$ cat src/rtl/fruit_arbiter_if.sv
`default_nettype none
// ============================================================================
// Module   : fruit_arbiter_if
// Brief    : Requester handshakes, bowl level and bowl drive bundled for the arbiter
// Revision : 1.0
// ============================================================================
interface fruit_arbiter_if #(
  parameter int CNT_W = 3
);
  logic             apple_req;
  logic [CNT_W-1:0] apple_cnt;
  logic             apple_ack;
  logic             cherry_req;
  logic [CNT_W-1:0] cherry_cnt;
  logic             cherry_ack;
  logic [CNT_W-1:0] juice;
  logic             bowl_sel;
  logic             bowl_apple;
  logic             bowl_cherry;
  logic             busy;
  logic             owner;
  logic             done;

  modport master (
    output apple_req, apple_cnt, cherry_req, cherry_cnt, juice,
    input  apple_ack, cherry_ack, bowl_sel, bowl_apple, bowl_cherry, busy, owner, done
  );

  modport slave (
    input  apple_req, apple_cnt, cherry_req, cherry_cnt, juice,
    output apple_ack, cherry_ack, bowl_sel, bowl_apple, bowl_cherry, busy, owner, done
  );
endinterface
`default_nettype wire

$ cat src/rtl/fruit_arbiter.sv
`default_nettype none
// ============================================================================
// Module   : fruit_arbiter
// Brief    : Round-robin arbiter feeding the shared bowl one unit per cycle
// Revision : 1.0
// ============================================================================
module fruit_arbiter #(
  parameter int CNT_W = 3,
  parameter int CAP   = 7
) (
  input  wire logic      clk_i,
  input  wire logic      rst_ni,
  fruit_arbiter_if.slave bus
);

  typedef enum logic [1:0] {
    S_IDLE  = 2'd0,
    S_FEED  = 2'd1,
    S_STALL = 2'd2
  } state_e;

  localparam logic [CNT_W:0]   CAP_L = CAP[CNT_W:0];
  localparam logic [CNT_W-1:0] ONE   = CNT_W'(1);

  state_e           state_q, state_d;
  logic [CNT_W-1:0] rem_q, rem_d;
  logic             ptr_q, ptr_d;       // 1 = apple has priority
  logic             owner_q, owner_d;
  logic             ack_a_q, ack_a_d;
  logic             ack_c_q, ack_c_d;
  logic             done_q, done_d;
  logic             stb_a_q, stb_a_d;
  logic             stb_c_q, stb_c_d;
  logic             busy_q, busy_d;

  logic             grant_apple;
  logic [CNT_W-1:0] grant_cnt;
  logic [CNT_W:0]   level_in_flight;

  assign grant_apple = bus.apple_req & (~bus.cherry_req | ptr_q);
  assign grant_cnt   = grant_apple ? bus.apple_cnt : bus.cherry_cnt;

  // The bowl register lags a strobe by one cycle, so count the unit still in flight.
  assign level_in_flight = {1'b0, bus.juice} + {{CNT_W{1'b0}}, stb_a_q | stb_c_q};

  always_comb begin
    state_d = state_q;
    rem_d   = rem_q;
    ptr_d   = ptr_q;
    owner_d = owner_q;
    ack_a_d = 1'b0;
    ack_c_d = 1'b0;
    done_d  = 1'b0;
    stb_a_d = 1'b0;
    stb_c_d = 1'b0;

    case (state_q)
      S_IDLE: begin
        if (bus.apple_req | bus.cherry_req) begin
          owner_d = grant_apple;
          ptr_d   = ~grant_apple;
          rem_d   = grant_cnt;
          ack_a_d = grant_apple;
          ack_c_d = ~grant_apple;
          if (grant_cnt == '0) begin
            done_d = 1'b1;
          end else begin
            state_d = S_FEED;
          end
        end
      end
      S_FEED: begin
        if (rem_q == '0) begin
          done_d  = 1'b1;
          state_d = S_IDLE;
        end else if (level_in_flight < CAP_L) begin
          stb_a_d = owner_q;
          stb_c_d = ~owner_q;
          rem_d   = rem_q - ONE;
        end else begin
          state_d = S_STALL;
        end
      end
      S_STALL: begin
        if ({1'b0, bus.juice} < CAP_L) begin
          state_d = S_FEED;
        end
      end
      default: state_d = S_IDLE;
    endcase

    busy_d = (state_d != S_IDLE);
  end

  always_ff @(posedge clk_i or negedge rst_ni) begin
    if (!rst_ni) begin
      state_q <= S_IDLE;
      rem_q   <= '0;
      ptr_q   <= 1'b1;
      owner_q <= 1'b0;
      ack_a_q <= 1'b0;
      ack_c_q <= 1'b0;
      done_q  <= 1'b0;
      stb_a_q <= 1'b0;
      stb_c_q <= 1'b0;
      busy_q  <= 1'b0;
    end else begin
      state_q <= state_d;
      rem_q   <= rem_d;
      ptr_q   <= ptr_d;
      owner_q <= owner_d;
      ack_a_q <= ack_a_d;
      ack_c_q <= ack_c_d;
      done_q  <= done_d;
      stb_a_q <= stb_a_d;
      stb_c_q <= stb_c_d;
      busy_q  <= busy_d;
    end
  end

  assign bus.apple_ack   = ack_a_q;
  assign bus.cherry_ack  = ack_c_q;
  assign bus.done        = done_q;
  assign bus.busy        = busy_q;
  assign bus.owner       = owner_q;
  assign bus.bowl_sel    = owner_q;
  assign bus.bowl_apple  = stb_a_q;
  assign bus.bowl_cherry = stb_c_q;

endmodule
`default_nettype wire

$ cat src/flat_wrapper.sv
// flat-port wrapper written by rule: the top's interface ports become plain ports
module fruit_arbiter_flat 
#(
  parameter int CNT_W = 3,
  parameter int CAP   = 7
)
  (clk_i, rst_ni, bus_apple_req, bus_apple_cnt, bus_cherry_req, bus_cherry_cnt, bus_juice, bus_apple_ack, bus_cherry_ack, bus_bowl_sel, bus_bowl_apple, bus_bowl_cherry, bus_busy, bus_owner, bus_done);
  fruit_arbiter_if #(.CNT_W(CNT_W)) bus_i ();
  input  wire logic clk_i;
  input  wire logic rst_ni;
  input wire logic [$bits(bus_i.apple_req)-1:0] bus_apple_req;
  input wire logic [$bits(bus_i.apple_cnt)-1:0] bus_apple_cnt;
  input wire logic [$bits(bus_i.cherry_req)-1:0] bus_cherry_req;
  input wire logic [$bits(bus_i.cherry_cnt)-1:0] bus_cherry_cnt;
  input wire logic [$bits(bus_i.juice)-1:0] bus_juice;
  output wire logic [$bits(bus_i.apple_ack)-1:0] bus_apple_ack;
  output wire logic [$bits(bus_i.cherry_ack)-1:0] bus_cherry_ack;
  output wire logic [$bits(bus_i.bowl_sel)-1:0] bus_bowl_sel;
  output wire logic [$bits(bus_i.bowl_apple)-1:0] bus_bowl_apple;
  output wire logic [$bits(bus_i.bowl_cherry)-1:0] bus_bowl_cherry;
  output wire logic [$bits(bus_i.busy)-1:0] bus_busy;
  output wire logic [$bits(bus_i.owner)-1:0] bus_owner;
  output wire logic [$bits(bus_i.done)-1:0] bus_done;
  assign bus_i.apple_req = bus_apple_req;
  assign bus_i.apple_cnt = bus_apple_cnt;
  assign bus_i.cherry_req = bus_cherry_req;
  assign bus_i.cherry_cnt = bus_cherry_cnt;
  assign bus_i.juice = bus_juice;
  assign bus_apple_ack = bus_i.apple_ack;
  assign bus_cherry_ack = bus_i.cherry_ack;
  assign bus_bowl_sel = bus_i.bowl_sel;
  assign bus_bowl_apple = bus_i.bowl_apple;
  assign bus_bowl_cherry = bus_i.bowl_cherry;
  assign bus_busy = bus_i.busy;
  assign bus_owner = bus_i.owner;
  assign bus_done = bus_i.done;
  fruit_arbiter #(.CNT_W(CNT_W), .CAP(CAP)) u_core (.clk_i(clk_i), .rst_ni(rst_ni), .bus(bus_i));
endmodule
$ cat config.mk
export PLATFORM = sky130hd
export DESIGN_NAME = fruit_arbiter_flat
export DESIGN_NICKNAME = d
export VERILOG_FILES = /design/src/rtl/fruit_arbiter_if.sv /design/src/rtl/fruit_arbiter.sv /design/src/flat_wrapper.sv
export SDC_FILE = /design/constraint.sdc
export NUM_CORES = 1
export LEC_CHECK = 0
export ABC_AREA = 1
export BUFFER_PORTS_ARGS = -buffer_cell sky130_fd_sc_hd__buf_4
export CELL_PAD_IN_SITES_DETAIL_PLACEMENT = 1
export CELL_PAD_IN_SITES_GLOBAL_PLACEMENT = 1
export CORE_MARGIN = 2
export CORE_UTILIZATION = 30
export CTS_CLUSTER_DIAMETER = 100
export DETAILED_ROUTE_END_ITERATION = 6
export HOLD_SLACK_MARGIN = 0.1
export PLACE_DENSITY = 0.77
export SYNTH_ARGS = -nofsm -noshare
export SYNTH_HDL_FRONTEND = slang
export SYNTH_SLANG_ARGS = --single-unit
$ cat constraint.sdc
create_clock -name clk_i -period 3.25 [get_ports clk_i]
set_input_delay 0.325 -clock clk_i [delete_from_list [all_inputs] [get_ports clk_i]]
set_output_delay 0.325 -clock clk_i [all_outputs]
set_load 0.05 [all_outputs]
==> results.md, run 1 <==
* CTS tree: done
* FFs w/ async S/R, synth at 100.0%
* Core ar. at 2455 um^2
* DRT Pass-1 Iters at 4
* Register bit total from synthesis at 13
* Unique cell type count in the Yosys netlist at 23
* Period utilisation layout at a little under three fifths
* Drt wl/cell at approximately 10 um
* Netlist Area Pre-Place at about 770 um^2
* Most used DFF post-synth: dfrtp_1
* Post-synth top cells: nand2_1 (28), inv_1 (17), dfrtp_1 (12)
* Syn Area/Cell at between 7 and 8 um^2
* Worst-path maximum fanout at 2
* Overflow left after global routing at 0
* Final hold vios at 0
* Multi-input gate area at ~370 um^2
* CP Launch Type: flop
* Synth area leader: dfrtp_1
* Htree depth at 1
* Die Y at ~55 um
* Clk sinks at 13
* Mapped Cells at between 90 and 100
* Outcome: finished clean
* Clk root buf: clkbuf_4
* Sw power at a little under 0.0005 W
* Antenna Nets Post-Route at 0
* Design Area, Final at between 900 and 1000 um^2
* Worst skew pair latency at about 0.27 ns
* Comb power frac at a little over 60%
* CP endpoint kind: flop
* CTS Buf Count at 3
* FILL cells at ~320
* # DRC at 0
* Worst IR Drop VDD at ~0.43 mV
* EDFF count, synth at 0
* Initial antenna violation count at 0
* Final min period at 1.792 ns
* Placement Cell Area at 954.7 um^2
* Sequential share of the synthesized area at 42.16%
* Share of cells above drive strength 1 at slightly below 30%
* Num rows at 18
* Max cap viols at 0
* Worst EP arrival at roughly 1.9 ns
* Data required, critical path at between 3 and 4 ns
* P per Cell Area at between 900 and 1000 nW/um^2
* Top-Level Pins at 21
* Leakage at between 0.5 and 0.6 nW
* Synth-to-layout area growth at 27.95%
* Rel. slew slack at around four fifths
* Final Net Count at 140
* Min-delay worst type: primary input to flop
* Initial DRC Count at 6
* Initial Util at 31.55%
* # resized after CTS at 0
* Yosys top cell area share at 38.77%
* Yosys warns at 0
* Setup TNS at 0 ns
* Reg power frac at between 20% and 30%
* Fin util at slightly above 40%
* Ranking of synthesized cells by area: dfrtp_1 (39%), nand2_1 (14%), inv_1 (8.2%), ha_1 (6.5%), nand3_1 (4.5%)
* Post-synth net total at approximately 120
* Power Internal at ~0.00049 W
* DRT Wirelength at ~1.6 mm
* Total power at approximately 0.00097 W
* Clock Pin Slew Worst Setup and Hold Paths at 0.07 ns
* Switching Share at 49.53%
* WS Path Type: flop to flop
* Placer Congestion at about 0.75
* Clk pwr share at 9.7%
* Max-slew violation count at 0
* Vias in the first global route at 660
* Port Buffers at 20
* RSZ-0062 raised after global routing: no
* Register area at around 330 um^2
* Most common cell in the netlist: nand2_1
* First-pass GRT wire length at between 2 and 3 mm
* Endpoints failing setup at 0
* Die area at around 3000 um^2
* Slew @ Worst Pin at between 0.2 and 0.3 ns
* Detailed-placement wirelength estimate at around 1.3 mm
* Detailed-route via count at a little under 700
* Clock Tree Buf Depth at 2
* Clock skew at 0.0007387 ns
* Vias/cell at about 4.5
* Die X at between 50 and 60 um
* Fmax at around 560 MHz
* Antenna diode count at 0
* Overall routing resource usage at 12.06%
* Pin count of the biggest net entering global routing at 14
## worst paths after layout
kind | cells after the start | endpoint | from | slack [ns]
worst max-delay path | 8 | u_core.bus.busy$_DFF_PN0_ | u_core.bus.bowl_cherry$_DFF_PN0_ | 1.46
worst min-delay path | 3 | u_core.bus.apple_ack$_DFF_PN0_ | bus_apple_req | 0.40
worst max register to register | 8 | u_core.bus.busy$_DFF_PN0_ | u_core.bus.bowl_cherry$_DFF_PN0_ | 1.46
worst min register to register | 2 | u_core.rem_q[0]$_DFFE_PN0P_ | u_core.rem_q[0]$_DFFE_PN0P_ | 0.48
max in group asynchronous | 2 | u_core.ptr_q$_DFFE_PN1P_ | rst_ni | 2.58
min in group asynchronous | 2 | u_core.rem_q[0]$_DFFE_PN0P_ | rst_ni | 0.44
## power by group through the flow
stage / logic, W / clock network, W / registers, W
floorplan: 0.000343 / 0 / 0.000394
global placement: 0.000588 / 0 / 0.000280
detailed placement: 0.000606 / 0 / 0.000280
CTS: 0.000616 / 0.0000985 / 0.000278
global route: 0.000668 / 0.000108 / 0.000287
finish: 0.000600 / 0.0000946 / 0.000278
## cell families (layout without fill, tap and decap cells)
logic type	count (synthesis)	after routing	synth area share (%)
AO/OA/AOI/OAI	7	7	5.330
XOR/XNOR	1	1	1.131
adder cells (fa/ha/maj)	4	4	6.462
buffers and inverters	21	45	10.66
flip-flops	13	13	42.17
AND/OR/NAND/NOR	52	52	34.25
## sequential cells by signal, indices dropped and copies added (netlist names)
| name | count |
|---|---|
| u_core.state_q | 2 |
| u_core.bus.bowl_sel | 1 |
| u_core.bus.bowl_apple | 1 |
| u_core.bus.busy | 1 |
| u_core.bus.done | 1 |
| u_core.ptr_q | 1 |
| u_core.bus.bowl_cherry | 1 |
| u_core.rem_q | 3 |
| u_core.bus.apple_ack | 1 |
| u_core.bus.cherry_ack | 1 |
## cell usage in the layout, fill, tap and decap left out, drive strengths merged
cell         count
buf             20
o21bai           1
xor2             1
nand2           32
inv             20
nand3b           2
or2              1
ha               4
dfstp            1
o21ai            5
clkbuf           4
nand3            8
nor2             8
dlygate4sd3      1
a21oi            1
nand4            1
dfrtp           12
## critical path, stage by stage, from the launching register on
cell,delay (ns)
dfrtp_1,0.37
or2_2,0.30
ha_1,0.20
ha_1,0.28
nand2_1,0.06
nand3b_4,0.13
nand2_1,0.06
a21oi_1,0.17
nand3_1,0.10
## per-stage QoR
step	hold slack [ns]	setup WS (ns)	cells
6_report	0.4005	1.458	152
3_5_place_dp	0.1774	1.444	147
4_1_cts	0.4053	1.436	152
5_1_grt	0.4142	1.384	152
2_1_floorplan	0.02941	1.317	98
3_3_place_gp	0.1755	1.517	147
## routing by layer
| layer | share of wire [%] | GRT usage [%] |
|---|---|---|
| met4 | 0.97 | 5.000 |
| met2 | 50 | 20.24 |
| met3 | 5.9 | 2.459 |
| met1 | 43 | 14.86 |
| met5 | 0 | 0 |
## final cells by class
cell class,instances,area share [%]
clock buffers,4,2.652
well taps,30,3.788
flip-flops and latches,13,32.95
repair buffers,21,16.16
multi-input cells,64,36.87
inverters,20,7.576
## repair_timing
| action | 4_1_cts | 5_1_grt |
|---|---|---|
| setup buffers | 0 | 0 |
| endpoints found under the hold margin | 12 | 0 |
| hold buffers | 1 | 0 |
| setup endpoints to repair | 0 | 0 |
Power figures use the tool's default switching activity.
==> run 2: changes to the inputs <==
--- a/config.mk
+++ b/config.mk
@@ -14,7 +14,7 @@
 export CTS_CLUSTER_DIAMETER = 100
 export DETAILED_ROUTE_END_ITERATION = 6
 export HOLD_SLACK_MARGIN = 0.1
-export PLACE_DENSITY = 0.77
+export PLACE_DENSITY = 0.79
 export SYNTH_ARGS = -nofsm -noshare
 export SYNTH_HDL_FRONTEND = slang
 export SYNTH_SLANG_ARGS = --single-unit
==> constraint.sdc (replaced) <==
create_clock -name clk_i -period 1.6 [get_ports clk_i]
set_input_delay 0.16 -clock clk_i [delete_from_list [all_inputs] [get_ports clk_i]]
set_output_delay 0.16 -clock clk_i [all_outputs]
set_load 0.05 [all_outputs]
==> results.md, run 2 (synthesized netlist as in run 1, its figures left out) <==
* Top-Level Pins at 21 (unchanged)
* Clk root buf: clkbuf_4
* Commonest non-fill, non-tap cells in the layout: nand2_1 (27), buf_4 (22), inv_1 (16), dfrtp_1 (10), nor2_1 (7)
* Antenna Nets Post-Route at 0 (unchanged)
* Period utilisation layout at 103.3% (+48 points)
* Max-slew violation count at 0 (unchanged)
* Clock Tree Buf Depth at 2 (unchanged)
* P per Cell Area at 2031 nW/um^2 (+110%)
* Failing checks: negative setup slack
* CTS Buf Count at 3 (unchanged)
* R2R setup slack at -0.05 ns (-1.51 ns)
* Reg2reg end: u_core.rem_q[0]$_DFFE_PN0P_
* RSZ-0062 raised after global routing: yes
* Max cap viols at 0 (unchanged)
* Initial DRC Count at 1 (-5)
* Worst IR Drop VDD at 0.7824 mV (+81%)
* Slew @ Worst Pin at 0.2914 ns (+0.01024 ns)
* Placement Cell Area at 1001 um^2 (+4.8%)
* Design Area, Final at 1050 um^2 (+5.9%)
* Final min period at 1.654 ns (-0.1382 ns)
* Worst hold path stage count at 3 (unchanged)
* CP Launch Type: flop
* Drt wl/cell at 11.15 um (+9.1%)
* Hold Slack at 0.2287 ns (-0.1718 ns)
* Placer Congestion at 0.8466 (+13%)
* First-pass GRT wire length at 2.946 mm (+14%)
* Overall routing resource usage at 14.24% (+2.2 points)
* Antenna diode count at 0 (unchanged)
* Final Net Count at 142 (+1.4%)
* Overflow left after global routing at 0 (unchanged)
* Initial antenna violation count at 0 (unchanged)
* FILL cells at 306 (-2.9%)
* Clock Pin Slew Worst Setup and Hold Paths at 0.08 ns (about the same)
* Detailed-placement wirelength estimate at 1.466 mm (+8.7%)
* Vias in the first global route at 717 (+8.6%)
* Synth-to-layout area growth at 35.54%
* DRT Pass-1 Iters at 2 (-2)
* R2R cell count at 9 (+1)
* Worst Path Buf+Inv at 0 (unchanged)
* Cell count along the critical path at 9 (+1)
* Final hold vios at 0 (unchanged)
* CP endpoint kind: flop
* Rel. slew slack at 80.50% (-0.68 points)
* Port Buffers at 20 (unchanged)
* Die X at 54.81 um (unchanged)
* WS Path Type: flop to flop
* Clk sinks at 13 (unchanged)
* Die Y at 54.81 um (unchanged)
* Htree depth at 1 (unchanged)
* Regs by FF count: u_core.rem_q: 3 flops, u_core.state_q: 2 flops
* DP Worst Slack at -0.07683 ns (-1.521 ns)
* Outcome: finished, violations left
* Hold path start: bus_apple_req
* Crit-path cells: or2_4 > ha_4 > ha_4 > nand2_2 > nand3b_4 > nand3_4 > nand2_4 > nand2_1 > nand2_1
* Die area at 3004 um^2 (unchanged)
* Critical Path End: u_core.rem_q[0]$_DFFE_PN0P_
* DP Cell Count at 148 (+0.68%)
* Leakage at 0.5782 nW (+1.5%)
* PnR worst setup slack at -0.05353 ns (-1.512 ns)
* Vias/cell at 4.474 (-0.72%)
* Endpoints failing setup at 7 (+7)
* Initial Util at 31.55% (unchanged)
* Clock skew at 0.002283 ns (+0.001544 ns)
* Share of cells above drive strength 1 at 37.10% (+7.6 points)
* Launching point of the worst reg2reg path: u_core.bus.bowl_cherry$_DFF_PN0_
* Fmax at 604.8 MHz (+8.4%)
* Max incr delay on CP at 0.40 ns (+0.03 ns)
* Max reg flops at 3 (unchanged)
* Most common cell after layout, fill and taps aside: nand2_1
* # DRC at 0 (unchanged)
* DRT Wirelength at 1.717 mm (+10%)
* Worst skew pair latency at 0.28 ns (about the same)
* Core ar. at 2455 um^2 (unchanged)
* Num rows at 18 (unchanged)
* CTS tree: done
* Biggest register: u_core.rem_q
* Worst-path maximum fanout at 4 (+2)
* Pin count of the biggest net entering global routing at 14 (unchanged)
* Min-delay worst type: primary input to flop
* Setup TNS at -0.2424 ns (-0.2424 ns)
* Data required, critical path at 1.77 ns (-1.63 ns)
* Worst EP arrival at 1.83 ns (-0.11 ns)
* Family with the most delay on the worst path: simple AND/OR/NAND/NOR gates
* Slowest cell on crit path: dfrtp_2
* Setup crit start: u_core.bus.bowl_cherry$_DFF_PN0_
* Detailed-route via count at 689 (+0.58%)
* Non-filler instance count after layout at 154 (+1.3%)
-- run 2: cell count changes in the layout (fill, tap and decap cells not counted), moves of 2 or more --
cell	change
buf_4	+2
dfrtp_1	-2
dfrtp_2	+2
ha_1	-2
ha_4	+2
-- run 2: repair_timing --
action                                 CTS  global route
setup buffers                            1             0
gates resized for setup                  2             1
pin swaps                                6             0
endpoints found under the hold margin   13             0
setup endpoints to repair                8             8
gates cloned                             0             0
hold buffers                             1             0
-- run 2: final cells by class --
class / count / area [um^2] / share of cell area (%)
repair buffers: 23 / 175.2 / 16.69
well taps: 30 / 37.54 / 3.576
inverters: 20 / 77.57 / 7.390
flip-flops and latches: 13 / 329.1 / 31.35
clock buffers: 4 / 26.28 / 2.503
multi-input cells: 64 / 404.1 / 38.50
-- run 2: worst min path at each step --
stage | slack, ns | to
6_report | 0.23 | u_core.bus.apple_ack$_DFF_PN0_
5_1_grt | 0.25 | u_core.bus.apple_ack$_DFF_PN0_
4_1_cts | 0.22 | u_core.bus.apple_ack$_DFF_PN0_
3_5_place_dp | 0.02 | u_core.rem_q[0]$_DFFE_PN0P_
3_3_place_gp | 0.01 | u_core.rem_q[0]$_DFFE_PN0P_
2_1_floorplan | -0.14 | u_core.bus.apple_ack$_DFF_PN0_
-- run 2: per-layer routing --
| layer | share of wire (%) | routed length, um | up-vias | global-route usage, % |
|---|---|---|---|---|
| li1 | - | - | 353 | - |
| met1 | 41 | 712 | 316 | 15.76 |
| met2 | 53 | 910 | 16 | 25.60 |
| met3 | 3.3 | 57 | 4 | 1.639 |
| met4 | 2.1 | 36 | 0 | 8.750 |
| met5 | 0 | 0 | - | 0 |
-- run 2: tightest hold or removal path, delay by kind of cell --
family	cells	cell delay, ns
AND/OR/NAND/NOR	2	0.17
buffers and inverters	1	0.13
-- run 2: power by group --
part / internal (W) / switching (W) / leakage (nW)
clock: 0.0000967 / 0.000111 / 0.0150
combinational: 0.000497 / 0.000861 / 0.404
sequential: 0.000488 / 0.0000780 / 0.160
-- run 2: through the flow --
stage / total power (W) / util [%]
floorplan: 0.001563 / -
global placement: 0.001858 / 40.77
global route: 0.002320 / 42.76
CTS: 0.002151 / 42.66
detailed placement: 0.001905 / 40.77
finish: 0.002132 / 42.76
==> run 3: changes to the inputs <==
--- a/config.mk
+++ b/config.mk
@@ -15,6 +15,7 @@
 export DETAILED_ROUTE_END_ITERATION = 6
 export HOLD_SLACK_MARGIN = 0.1
 export PLACE_DENSITY = 0.79
+export REMOVE_ABC_BUFFERS = 1
 export SYNTH_ARGS = -nofsm -noshare
 export SYNTH_HDL_FRONTEND = slang
 export SYNTH_SLANG_ARGS = --single-unit
==> results.md, run 3 (synthesized netlist as in run 1, its figures left out) <==
* CP endpoint kind: flop
* Clock Pin Slew Worst Setup and Hold Paths at 0.08 ns (about the same)
* Non-filler instance count after layout at 158 (+2.6%)
* WS Path Type: flop to flop
* Final hold vios at 0 (unchanged)
* Data required, critical path at 1.75 ns (-0.02 ns)
* Worst EP arrival at 1.82 ns (about the same)
* Worst skew pair latency at 0.27 ns (about the same)
* Outcome: finished, violations left
* Drt wl/cell at 11.96 um (+7.3%)
* CP Launch Type: flop
* Die X at 54.81 um (unchanged)
* Placer Congestion at 0.8480 (+0.17%)
* Core ar. at 2455 um^2 (unchanged)
* Biggest register: u_core.rem_q
* DRT Wirelength at 1.890 mm (+10%)
* Min-delay worst type: primary input to flop
* RSZ-0062 raised after global routing: yes
* Clk sinks at 13 (unchanged)
* PnR worst setup slack at -0.06248 ns (-0.008953 ns)
* Port Buffers at 20 (unchanged)
* Clock Tree Buf Depth at 2 (unchanged)
* Share of cells above drive strength 1 at 45.31% (+8.2 points)
* P per Cell Area at 2080 nW/um^2 (+2.4%)
* Top-Level Pins at 21 (unchanged)
* Period utilisation layout at 103.9% (+0.56 points)
* R2R cell count at 8 (-1)
* CTS tree: done
* Commonest non-fill, non-tap cells in the layout: buf_4 (26), nand2_1 (19), inv_1 (16), nand2_2 (12), dfrtp_1 (12)
* Worst IR Drop VDD at 0.9027 mV (+15%)
* Failing checks: negative setup slack
* Clock skew at 0.0008989 ns (-0.001384 ns)
* FILL cells at 314 (+2.6%)
* Overall routing resource usage at 15.13% (+0.88 points)
* Detailed-placement wirelength estimate at 1.534 mm (+4.7%)
* Vias in the first global route at 778 (+8.5%)
* Initial Util at 31.55% (unchanged)
* Pin count of the biggest net entering global routing at 14 (unchanged)
* First-pass GRT wire length at 3.194 mm (+8.4%)
* Die area at 3004 um^2 (unchanged)
* Synth-to-layout area growth at 42.33%
* Fmax at 601.5 MHz (-0.54%)
* CTS Buf Count at 3 (unchanged)
* Die Y at 54.81 um (unchanged)
* Max reg flops at 3 (unchanged)
* Worst-path maximum fanout at 2 (-2)
* Htree depth at 1 (unchanged)
* Detailed-route via count at 707 (+2.6%)
* Overflow left after global routing at 0 (unchanged)
* Most common cell after layout, fill and taps aside: buf_4
* DP Cell Count at 150 (+1.4%)
* # DRC at 0 (unchanged)
* Initial antenna violation count at 0 (unchanged)
* Worst hold path stage count at 3 (unchanged)
* Regs by FF count: u_core.rem_q: 3 flops, u_core.state_q: 2 flops
* Slew @ Worst Pin at 0.3025 ns (+0.01107 ns)
* Antenna diode count at 0 (unchanged)
* Final min period at 1.662 ns (+0.008953 ns)
* Initial DRC Count at 4 (+3)
* DRT Pass-1 Iters at 4 (+2)
* Clk root buf: clkbuf_4
* Endpoints failing setup at 7 (unchanged)
* Max-slew violation count at 0 (unchanged)
* Num rows at 18 (unchanged)
* Max cap viols at 0 (unchanged)
* Rel. slew slack at 79.76% (-0.74 points)
* Leakage at 0.6043 nW (+4.5%)
* Final Net Count at 146 (+2.8%)
* Vias/cell at 4.475 (about the same)
* Antenna Nets Post-Route at 0 (unchanged)
* Total power at 0.002292 W (+7.5%)
-- run 3: area by class of cell --
class / instances / area [um^2] / area share (%)
multi-input cells: 64 / 429.2 / 38.93
flip-flops and latches: 13 / 326.6 / 29.63
repair buffers: 27 / 205.2 / 18.62
inverters: 20 / 77.57 / 7.037
well taps: 30 / 37.54 / 3.405
clock buffers: 4 / 26.28 / 2.384
-- run 3: timing repair --
action / CTS / global route
resized for setup: 7 / 12
gates cloned: 0 / 0
hold buffers: 1 / 0
pin swaps: 4 / 8
setup endpoints to repair: 8 / 8
buffers inserted: 1 / 2
endpoints found under the hold margin: 13 / 0
-- run 3: worst paths after layout --
check                                            startpoint                              to  slack, ns
min in group asynchronous                            rst_ni     u_core.rem_q[2]$_DFFE_PN0P_       0.27
min                                           bus_apple_req  u_core.bus.apple_ack$_DFF_PN0_       0.24
min reg2reg                     u_core.rem_q[0]$_DFFE_PN0P_     u_core.rem_q[0]$_DFFE_PN0P_       0.50
max                        u_core.bus.bowl_cherry$_DFF_PN0_       u_core.bus.busy$_DFF_PN0_      -0.06
max in group asynchronous                            rst_ni        u_core.ptr_q$_DFFE_PN1P_       1.09
max reg2reg                u_core.bus.bowl_cherry$_DFF_PN0_       u_core.bus.busy$_DFF_PN0_      -0.06
-- run 3: through the flow --
stage | util (%) | hold WS, ns | setup WS [ns] | setup TNS (ns) | instance area (um^2)
2_1_floorplan | - | -0.1356 | -0.3334 | -2.311 | 767.0
3_3_place_gp | 39.81 | 0.01213 | -0.1412 | -0.7044 | 977.2
3_5_place_dp | 39.81 | 0.01724 | -0.1843 | -1.053 | 977.2
4_1_cts | 42.97 | 0.2316 | -0.06298 | -0.2958 | 1055
5_1_grt | 44.90 | 0.2533 | -0.1648 | -0.9785 | 1102
6_report | 44.90 | 0.2391 | -0.06248 | -0.2504 | 1102
-- run 3: worst max-delay path, cell delays in order (launching register included) --
cell      delay (ns)
dfrtp_1         0.38
or2_4           0.26
ha_4            0.17
ha_4            0.23
nand2_2         0.04
nand3b_4        0.13
nand2_1         0.06
a21oi_2         0.19
nand3_2         0.09
-- run 3: report_power, final --
part / leakage (nW) / internal (W) / switching, W
Sequential: 0.162 / 0.000485 / 0.0000898
Clock: 0.0150 / 0.0000964 / 0.000102
Combinational: 0.427 / 0.000581 / 0.000938
Total: 0.604 / 0.00116 / 0.00113
-- run 3: per-layer routing --
metal  up-vias  GRT usage [%]  share of wire (%)
met3         2          2.732                3.5
met2        16          27.58                 56
met1       332          16.50                 39
met5         -              0                  0
li1        357              -                  -
met4         0          7.500                1.4
